## config.mk

```make
export PLATFORM = sky130hd
export DESIGN_NAME = sym_gen_multi
export DESIGN_NICKNAME = d
export VERILOG_FILES = /design/src/rtl/sym_gen_pkg.sv /design/src/rtl/sym_fifo.sv /design/src/rtl/sym_gen_multi.sv
export SDC_FILE = /design/constraint.sdc
export NUM_CORES = 1
export LEC_CHECK = 0
export ABC_AREA = 1
export CORE_MARGIN = 2
export CORE_UTILIZATION = 34
export DETAILED_ROUTE_END_ITERATION = 8
export PLACE_DENSITY = 0.52
export SLEW_MARGIN = 20
export SYNTH_ARGS = -nofsm -noshare
export SYNTH_HDL_FRONTEND = slang
export SYNTH_HIERARCHICAL = 1
export SYNTH_SLANG_ARGS = --single-unit
```

## constraint.sdc

```tcl
create_clock -name Clk100M -period 3.1 [get_ports Clk100M]
set_clock_uncertainty 0.2 [all_clocks]
set_input_delay 0.62 -clock Clk100M [delete_from_list [all_inputs] [get_ports Clk100M]]
set_output_delay 0.62 -clock Clk100M [all_outputs]
set_load 0.02 [all_outputs]
```

## src/rtl/sym_gen_pkg.sv

```systemverilog
// Shared constants for the symbol generator: symbol table, LFSR defaults, FIFO entry layout.
package sym_gen_pkg;
  localparam int SYM_W_DEF       = 8;
  localparam int TABLE_DEPTH_DEF = 16;
  localparam int IDX_W_DEF       = $clog2(TABLE_DEPTH_DEF);

  localparam logic [15:0] LFSR_TAPS_DEF = 16'hB400;
  localparam logic [15:0] SEED_DEF      = 16'hACE1;

  localparam logic [SYM_W_DEF-1:0] SYM_TABLE [0:TABLE_DEPTH_DEF-1] = '{
    8'hEA, 8'hF1, 8'hD6, 8'h89, 8'h9E, 8'hE5, 8'hB6, 8'hBF,
    8'hDA, 8'hD5, 8'hE6, 8'h9D, 8'hF8, 8'hB3, 8'hF4, 8'hED
  };

  typedef struct packed {
    logic                 special;
    logic [IDX_W_DEF-1:0] idx;
    logic [SYM_W_DEF-1:0] sym;
  } sym_entry_t;
endpackage

```

## src/rtl/sym_fifo.sv

```systemverilog
// Small synchronous FIFO with synchronous flush; head is zero while empty.
module sym_fifo #(
  parameter int W     = 13,
  parameter int DEPTH = 4
) (
  input  logic         Clk100M,
  input  logic         rst_n,
  input  logic         flush,
  input  logic         push,
  input  logic [W-1:0] din,
  input  logic         pop,
  output logic [W-1:0] dout,
  output logic         full,
  output logic         empty
);
  localparam int AW = $clog2(DEPTH);

  logic [AW:0]                wr_q, wr_d, rd_q, rd_d;
  logic [DEPTH-1:0][W-1:0]    mem_q, mem_d;
  logic                       do_pop;

  // Extra pointer bit distinguishes full from empty when the slot bits match.
  assign empty  = (wr_q == rd_q);
  assign full   = (wr_q[AW] != rd_q[AW]) && (wr_q[AW-1:0] == rd_q[AW-1:0]);
  assign do_pop = pop && !empty;
  assign dout   = empty ? '0 : mem_q[rd_q[AW-1:0]];

  always_comb begin
    mem_d = mem_q;
    wr_d  = wr_q;
    rd_d  = rd_q;
    if (flush) begin
      wr_d = '0;
      rd_d = '0;
    end else begin
      if (push) begin
        mem_d[wr_q[AW-1:0]] = din;
        wr_d = wr_q + (AW+1)'(1);
      end
      if (do_pop) rd_d = rd_q + (AW+1)'(1);
    end
  end

  always_ff @(posedge Clk100M or negedge rst_n) begin
    if (!rst_n) begin
      wr_q  <= '0;
      rd_q  <= '0;
      mem_q <= '0;
    end else begin
      wr_q  <= wr_d;
      rd_q  <= rd_d;
      mem_q <= mem_d;
    end
  end
endmodule

```

## src/rtl/sym_gen_multi.sv

```systemverilog
// Game-symbol generator: rate divider, Galois LFSR, index select and drop counter,
// feeding a small output FIFO behind a valid/ready handshake.
module sym_gen_multi import sym_gen_pkg::*; #(
  parameter int                SYM_W        = SYM_W_DEF,
  parameter int                TABLE_DEPTH  = TABLE_DEPTH_DEF,
  parameter int                LFSR_W       = 16,
  parameter logic [LFSR_W-1:0] LFSR_TAPS    = LFSR_TAPS_DEF,
  parameter logic [LFSR_W-1:0] SEED_DEFAULT = SEED_DEF,
  parameter int                RATE_W       = 32,
  parameter int                FIFO_DEPTH   = 4,
  localparam int               IDX_W        = $clog2(TABLE_DEPTH)
) (
  input  logic              Clk100M,
  input  logic              rst_n,
  input  logic              en,
  input  logic [RATE_W-1:0] rate_max,
  input  logic              mode,
  input  logic              no_repeat,
  input  logic              seed_load,
  input  logic [LFSR_W-1:0] seed,
  input  logic [IDX_W-1:0]  target_idx,
  input  logic              flush,
  output logic              sym_valid,
  input  logic              sym_ready,
  output logic [SYM_W-1:0]  sym_data,
  output logic [IDX_W-1:0]  sym_idx,
  output logic              sym_special,
  output logic [15:0]       drop_count
);
  localparam int ENT_W = 1 + IDX_W + SYM_W;

  logic [RATE_W-1:0] cnt_q, cnt_d, eff_max;
  logic [LFSR_W-1:0] lfsr_q, lfsr_d;
  logic [IDX_W-1:0]  last_idx_q, last_idx_d, idx_sel;
  logic [15:0]       drop_q, drop_d;
  logic              tick, full, empty, push, pop;
  logic [ENT_W-1:0]  push_ent, head_ent;

  always_comb begin
    eff_max = (rate_max == '0) ? RATE_W'(1) : rate_max;
    // Comparing with >= lets a lowered rate_max fire on the very next cycle.
    tick    = en && (cnt_q >= eff_max - RATE_W'(1));
    cnt_d   = (!en || tick) ? '0 : cnt_q + RATE_W'(1);

    if (seed_load)      lfsr_d = (seed == '0) ? LFSR_W'(1) : seed;
    else if (lfsr_q[0]) lfsr_d = (lfsr_q >> 1) ^ LFSR_TAPS;
    else                lfsr_d = lfsr_q >> 1;

    if (mode) begin
      idx_sel = last_idx_q + IDX_W'(1);
    end else begin
      idx_sel = lfsr_q[IDX_W-1:0];
      if (no_repeat && idx_sel == last_idx_q) idx_sel = idx_sel + IDX_W'(1);
    end
    last_idx_d = tick ? idx_sel : last_idx_q;
    push_ent   = {idx_sel == target_idx, idx_sel, SYM_W'(SYM_TABLE[idx_sel])};

    // A full FIFO still accepts a tick when the head leaves in the same cycle.
    pop    = !empty && sym_ready;
    push   = tick && !flush && (!full || pop);
    drop_d = drop_q;
    if (tick && !flush && full && !pop && drop_q != 16'hFFFF) drop_d = drop_q + 16'd1;
  end

  always_ff @(posedge Clk100M or negedge rst_n) begin
    if (!rst_n) begin
      cnt_q      <= '0;
      lfsr_q     <= SEED_DEFAULT;
      last_idx_q <= IDX_W'(TABLE_DEPTH - 1);
      drop_q     <= '0;
    end else begin
      cnt_q      <= cnt_d;
      lfsr_q     <= lfsr_d;
      last_idx_q <= last_idx_d;
      drop_q     <= drop_d;
    end
  end

  sym_fifo #(.W(ENT_W), .DEPTH(FIFO_DEPTH)) u_fifo (
    .Clk100M (Clk100M),
    .rst_n   (rst_n),
    .flush   (flush),
    .push    (push),
    .din     (push_ent),
    .pop     (pop),
    .dout    (head_ent),
    .full    (full),
    .empty   (empty)
  );

  assign sym_valid                         = !empty;
  assign {sym_special, sym_idx, sym_data}  = head_ent;
  assign drop_count                        = drop_q;
endmodule

```

## Word level (Yosys, flattened, before mapping)

Memory sizes are Yosys's and may differ from the RTL's.
Cells that the tools add are included.

- Reductions and logical operators: 23
- Bitwise operators: 3
- Magnitude comparators: 5
- Multiplexer cells: 19
- Eq/ne operators: 6
- Add/sub/neg operators: 7

Operator list:

| cell | count |
|---|---|
| $mux W32 | 2 |
| $bwmux W52 | 1 |
| $mux W16 | 3 |
| $mux W13 | 3 |
| $add A32 B1 Y32 const B | 1 |
| $ge A32 B32 Y1 | 1 |
| $logic_not A32 Y1 | 1 |
| $sub A32 B1 Y32 const B | 1 |
| $bmux W13 S2 | 1 |
| $demux W13 S2 | 1 |
| $add A16 B1 Y16 const B | 1 |
| $logic_not A16 Y1 | 1 |
| $mux W8 | 2 |
| $ne A16 B16 Y1 const B | 1 |
| $mux W3 | 4 |
| $logic_and A1 B1 Y1 | 11 |
| $add A4 B1 Y4 const B | 2 |
| $eq A4 B4 Y1 | 2 |
| $mux W4 | 2 |
| $add A3 B1 Y3 const B | 2 |
| $lt A2 B3 Y1 const B | 2 |
| $ge A5 B5 Y1 const B | 1 |
| $logic_not A1 Y1 | 5 |
| $not A4 Y5 | 1 |
| 9 further kinds | 11 |

- Word-level logic and storage cells: 74
- Memory bits (read-only): 128
- Memories: 1
- Output and inout port bits: 30
- Input port bits: 60
- Register bits: 126

Memory list:

| name | depth | bits a word | rd ports | clocked after Yosys merged registers in | wr ports | RTL line | text |
|---|---|---|---|---|---|---|---|
| (no name shown) | 16 | 8 | 1 | 0 | 0 | sym_gen_multi.sv:56 | `push_ent = {idx_sel == target_idx, idx_sel, SYM_W'(SYM_TABLE[idx_sel])};` |

## Depth between registers and ports, before layout

- Depth after elaboration: 9
- Gate-level depth with buffers: 31
- Mapped depth without buffers: 30

## Modules after synthesis

The synthesis kept the hierarchy.

Modules (own cells, without submodules):

| module | sequential area each (µm²) | times used | cells each | area an instance (µm²) |
|---|---|---|---|---|
| sym_gen_multi | 1716.6 | 1 | 815 | 5821.8 |
| sym_fifo | 1451.4 | 1 | 332 | 2954.1 |

## Worst setup path after synthesis

No wires, ideal clock.

- Path kind: input to register
- Start point: input rate_max[16]
- End point: register u_fifo/mem_q[26] (netlist bit)
- Stages: 30
- Required time: 2.778 ns
- Setup time: 0.122 ns
- Setup slack: -1.135 ns
- Arrival: 3.913 ns
- Cells stage by stage: nor2_1 nand2_1 nor2_1 nand4_1 nand2_1 inv_1 ha_1 nand3_2 nor3_2 nand2_1 nor2_1 nand2_1 nor2_2 nand4_1 nor2_1 xor2_1 ha_1 nand2_1 nor3_1 and3_1 nand2_1 nand2_2 nand3_2 nor2_1 inv_2 nor2_4 nand2_4 buf_6 nand2_1 o21ai_2

- Longest elaborated chain between the ends: 8

Ends and longest elaborated chain:

| what | RTL line | text |
|---|---|---|
| from (decl) | sym_gen_multi.sv:16 | `input logic [RATE_W-1:0] rate_max,` |
| $logic_not A32 Y1 | sym_gen_multi.sv:40 | `eff_max = (rate_max == '0) ? RATE_W'(1) : rate_max;` |
| $mux W32 (*) | sym_gen_multi.sv:40 |  |
| $sub A32 B1 Y32 (*) | sym_gen_multi.sv:42 | `tick = en && (cnt_q >= eff_max - RATE_W'(1));` |
| $ge A32 B32 Y1 (*) | sym_gen_multi.sv:42 |  |
| $logic_and A1 B1 Y1 (*) | sym_gen_multi.sv:42 |  |
| $logic_and A1 B1 Y1 (*) (2 in series) | sym_gen_multi.sv:60 | `push = tick && !flush && (!full \|\| pop);` |
| via push | sym_gen_multi.sv:36 | `logic tick, full, empty, push, pop;` |
| $reduce_and A2 Y1 (no line) (*) | - |  |
| to (signal assigned) | sym_fifo.sv:52 | `mem_q <= mem_d;` |
| to (decl) | sym_fifo.sv:19 | `logic [DEPTH-1:0][W-1:0] mem_q, mem_d;` |

The timed path passes the listed nets; every way through them passes the cells marked *.
A chain may end at the register's enable or synchronous reset.

## Worst setup path after layout

- Start point: input rate_max[3]
- End point: register u_fifo/mem_q[5] (netlist bit)

The elaborated chain is that of the path after synthesis.

==> results.ini <==
[status]
outcome=finished with violations
violations=setup timing

[global_routing]
grt_usage_pct=17.8
grt_pass1_vias=8006
grt_pass1_wl_mm=38.9
grt_start_max_net_pins=122
antenna_found_initial=0
grt_remaining_overflow=0

[floorplanning]
die_w_um=165
io_pins=90
dieArea_mm2=0.0271
std_cell_rows=58
die_height_um=165
core_area_mm2=0.0253
initial_core_util_pct=34.8

[critical_path]
slowest_stage=ha_1
r2r_slack_ps=390
critPathLaunch=rate_max[3]
path_max_fanout=6
crit_type=input port to register
arrival_ps=4050
cp-end-kind=register
critPathRequiredTime_ps=3210
cp_common_cell=nand2_2
crit_path_max_incr_delay_ps=290
timing.rr.start=lfsr_q[0]
startpoint_type=input port

[cells_and_area]
area_delta_synth_final_pct=36.3
final_common_cell=nand2_1
multi_input_area_mm2=0.00515
layout.cells.non_filler=1716
final.fill_count=2537
layout-drive-gt1-share_pct=27.4
antenna_cells=0
seq_area_mm2=0.00317
final_cell_mix=268 x nand2_1, 131 x buf_4, 127 x inv_1
final_util_pct=47.4
nets=1481

[drt]
routed-wl-met3_um=637
drtIter0Drc=406
wl_met1_mm=11.8
vias=8001
drc=0
wl_met2_mm=10.9
vias_per_cell=4.66
drt_pass1_iterations=4
routed_wl_mm=23.6
routedWlPerCell_um=13.7
highest_layer=met4
final_antenna_net_count=0

[clock_network]
insertion_delay_ps=430
clk_pin_slew_ps=70
htree_levels=4
cts.sinks=126
numCtsBuffers=17
clk_path_buf_depth=2
cts_root_buf=clkbuf_16
cts_tree=done

[sta]
rsz0062_at_grt=yes
setup_viol=107
final-max-slew-violation-count=0
hold_violations=0
finalCriticalPeriod_ps=3940
worst_pin_slew_ps=719
slew_headroom_pct=52.0
finalCritPeriodShare_pct=127
clock.fmax_mhz=254
finalWorstSetupSlack_ps=-839

[yosys]
ys_types=45
synth_area_mm2=0.00878
avgSynthCellArea_um2=7.65
syn_inst=1147
yosys_warnings=6
synth_top_area_share_pct=32.5
syn_nets=1255
synth_area_leaders=dfrtp_1 33%, nand2_1 12%, ha_1 6.8%
synth_seq_area_share_pct=36.1
yosys.area.top_type=dfrtp_1
ys_ff_latch=126

[placed_design]
dp_hpwl_mm=16.4
place_congestion=0.804
portBuffers=89
place_inst=1640

[power_and_ir_drop]
peakVddDrop_mv=0.322
p_leak_nw=5.91
power_density_mw_per_mm2=364

[worst_hold_path]
hp-class=register to register
min_from=lfsr_q[9]

[run]
max-cap-violations=0

-- cells by family after synthesis --
| kind of cell | count (synthesis) | synth area share [%] |
|---|---|---|
| simple gates | 577 | 29.9 |
| buf+inv | 169 | 8.48 |
| compound gates | 160 | 12.1 |
| flops | 126 | 36.1 |
| xor+xnor | 66 | 6.59 |
| fa+ha+maj | 48 | 6.84 |
| other cells | 1 | 0.0427 |
-- power by group --
part | switching, mW | internal, mW
clock | 0.905 | 1.08
combinational | 0.377 | 0.271
sequential | 0.0294 | 1.69
total | 1.31 | 3.05
-- critical path, delay by kind of cell --
kind	cells	cell delay [ps]
AOI/OAI and AO/OA	1	40
xor gates and xnor gates	1	90
adders and majority gates	2	440
buffers and inverters	6	580
and+or+nand+nor	22	2280
-- through the flow --
stage | hold slack, ps | setup slack, ps | cell area, um^2 | power (mW) | TNS (ps)
2_1_floorplan | 124 | -967 | 8880 | 2.09 | -72800
3_3_place_gp | 227 | -1790 | 10800 | 2.37 | -163200
3_5_place_dp | 230 | -1850 | 10800 | 2.38 | -167370
4_1_cts | 253 | -812 | 11800 | 4.42 | -76130
5_1_grt | 266 | -1160 | 12000 | 4.57 | -110640
6_report | 250 | -839 | 12000 | 4.36 | -77650
-- layer usage --
| layer | track usage (%) | up-vias |
|---|---|---|
| li1 | - | 4161 |
| met5 | 0 | - |
| met2 | 29.5 | 103 |
| met3 | 2.76 | 22 |
| met4 | 4.19 | 0 |
| met1 | 24.6 | 3715 |
-- synthesized netlist by cell type --
cell / number
nand2_1: 292
inv_1: 132
nor2_1: 132
dfrtp_1: 114
ha_1: 48
nand3_1: 47
xor2_1: 46
o21ai_2: 44
o21ai_0: 40
nor3_1: 25
xnor2_1: 20
nand4_1: 19
o21ai_1: 19
a21oi_1: 17
o21bai_1: 16
o22ai_1: 14
dfstp_2: 12
buf_6: 11
nor3_2: 10
clkbuf_1: 8
inv_2: 8
nor4_1: 8
buf_2: 7
nand2_2: 7
nor2_4: 6
nand2_4: 5
or2_2: 5
nand3_2: 4
nor2_2: 4
a21o_1: 3
o21a_1: 3
a22oi_1: 2
and3_1: 2
buf_4: 2
nand3_4: 2
nand3b_1: 2
nor3b_1: 2
nor4_2: 2
a21oi_4: 1
a22o_1: 1
buf_8: 1
conb_1: 1
nand4_2: 1
nor3_4: 1
or2_1: 1
-- area by class of cell --
cell class | instances | area share (%)
Sequential cell | 126 | 26.5
Clock buffer | 17 | 3.56
Inverter | 140 | 4.43
Tap cell | 330 | 3.45
Multi-Input combinational cell | 854 | 43.0
Clock inverter | 15 | 1.32
Timing Repair Buffer | 234 | 17.7
-- worst paths after layout --
| kind | end | cells past startpoint |
|---|---|---|
| worst max-delay path | u_fifo/mem_q[5] | 32 |
| max in group asynchronous | u_fifo/rd_q[1] | 3 |
| min in group asynchronous | lfsr_q[12] | 2 |
| worst min register to register | lfsr_q[8] | 2 |
| worst min-delay path | lfsr_q[8] | 2 |
| worst max register to register | u_fifo/mem_q[27] | 13 |
-- what timing repair did --
| item | in CTS | in global routing |
|---|---|---|
| cloned | 3 | 3 |
| pin swaps | 36 | 9 |
| resized for setup | 186 | 27 |
| setup endpoints to repair | 118 | 109 |
| endpoints found under the hold margin | 5 | 0 |
| buffers inserted | 35 | 2 |
| hold buffers | 1 | 0 |
-- sequential cells by signal (all words and copies together), names as in the netlist --
signal        flops
u_fifo/rd_q       3
last_idx_q        4
lfsr_q           16
u_fifo/wr_q       3
u_fifo/mem_q     52
cnt_q            32
drop_count       16
(Power assumes the default switching activity.)
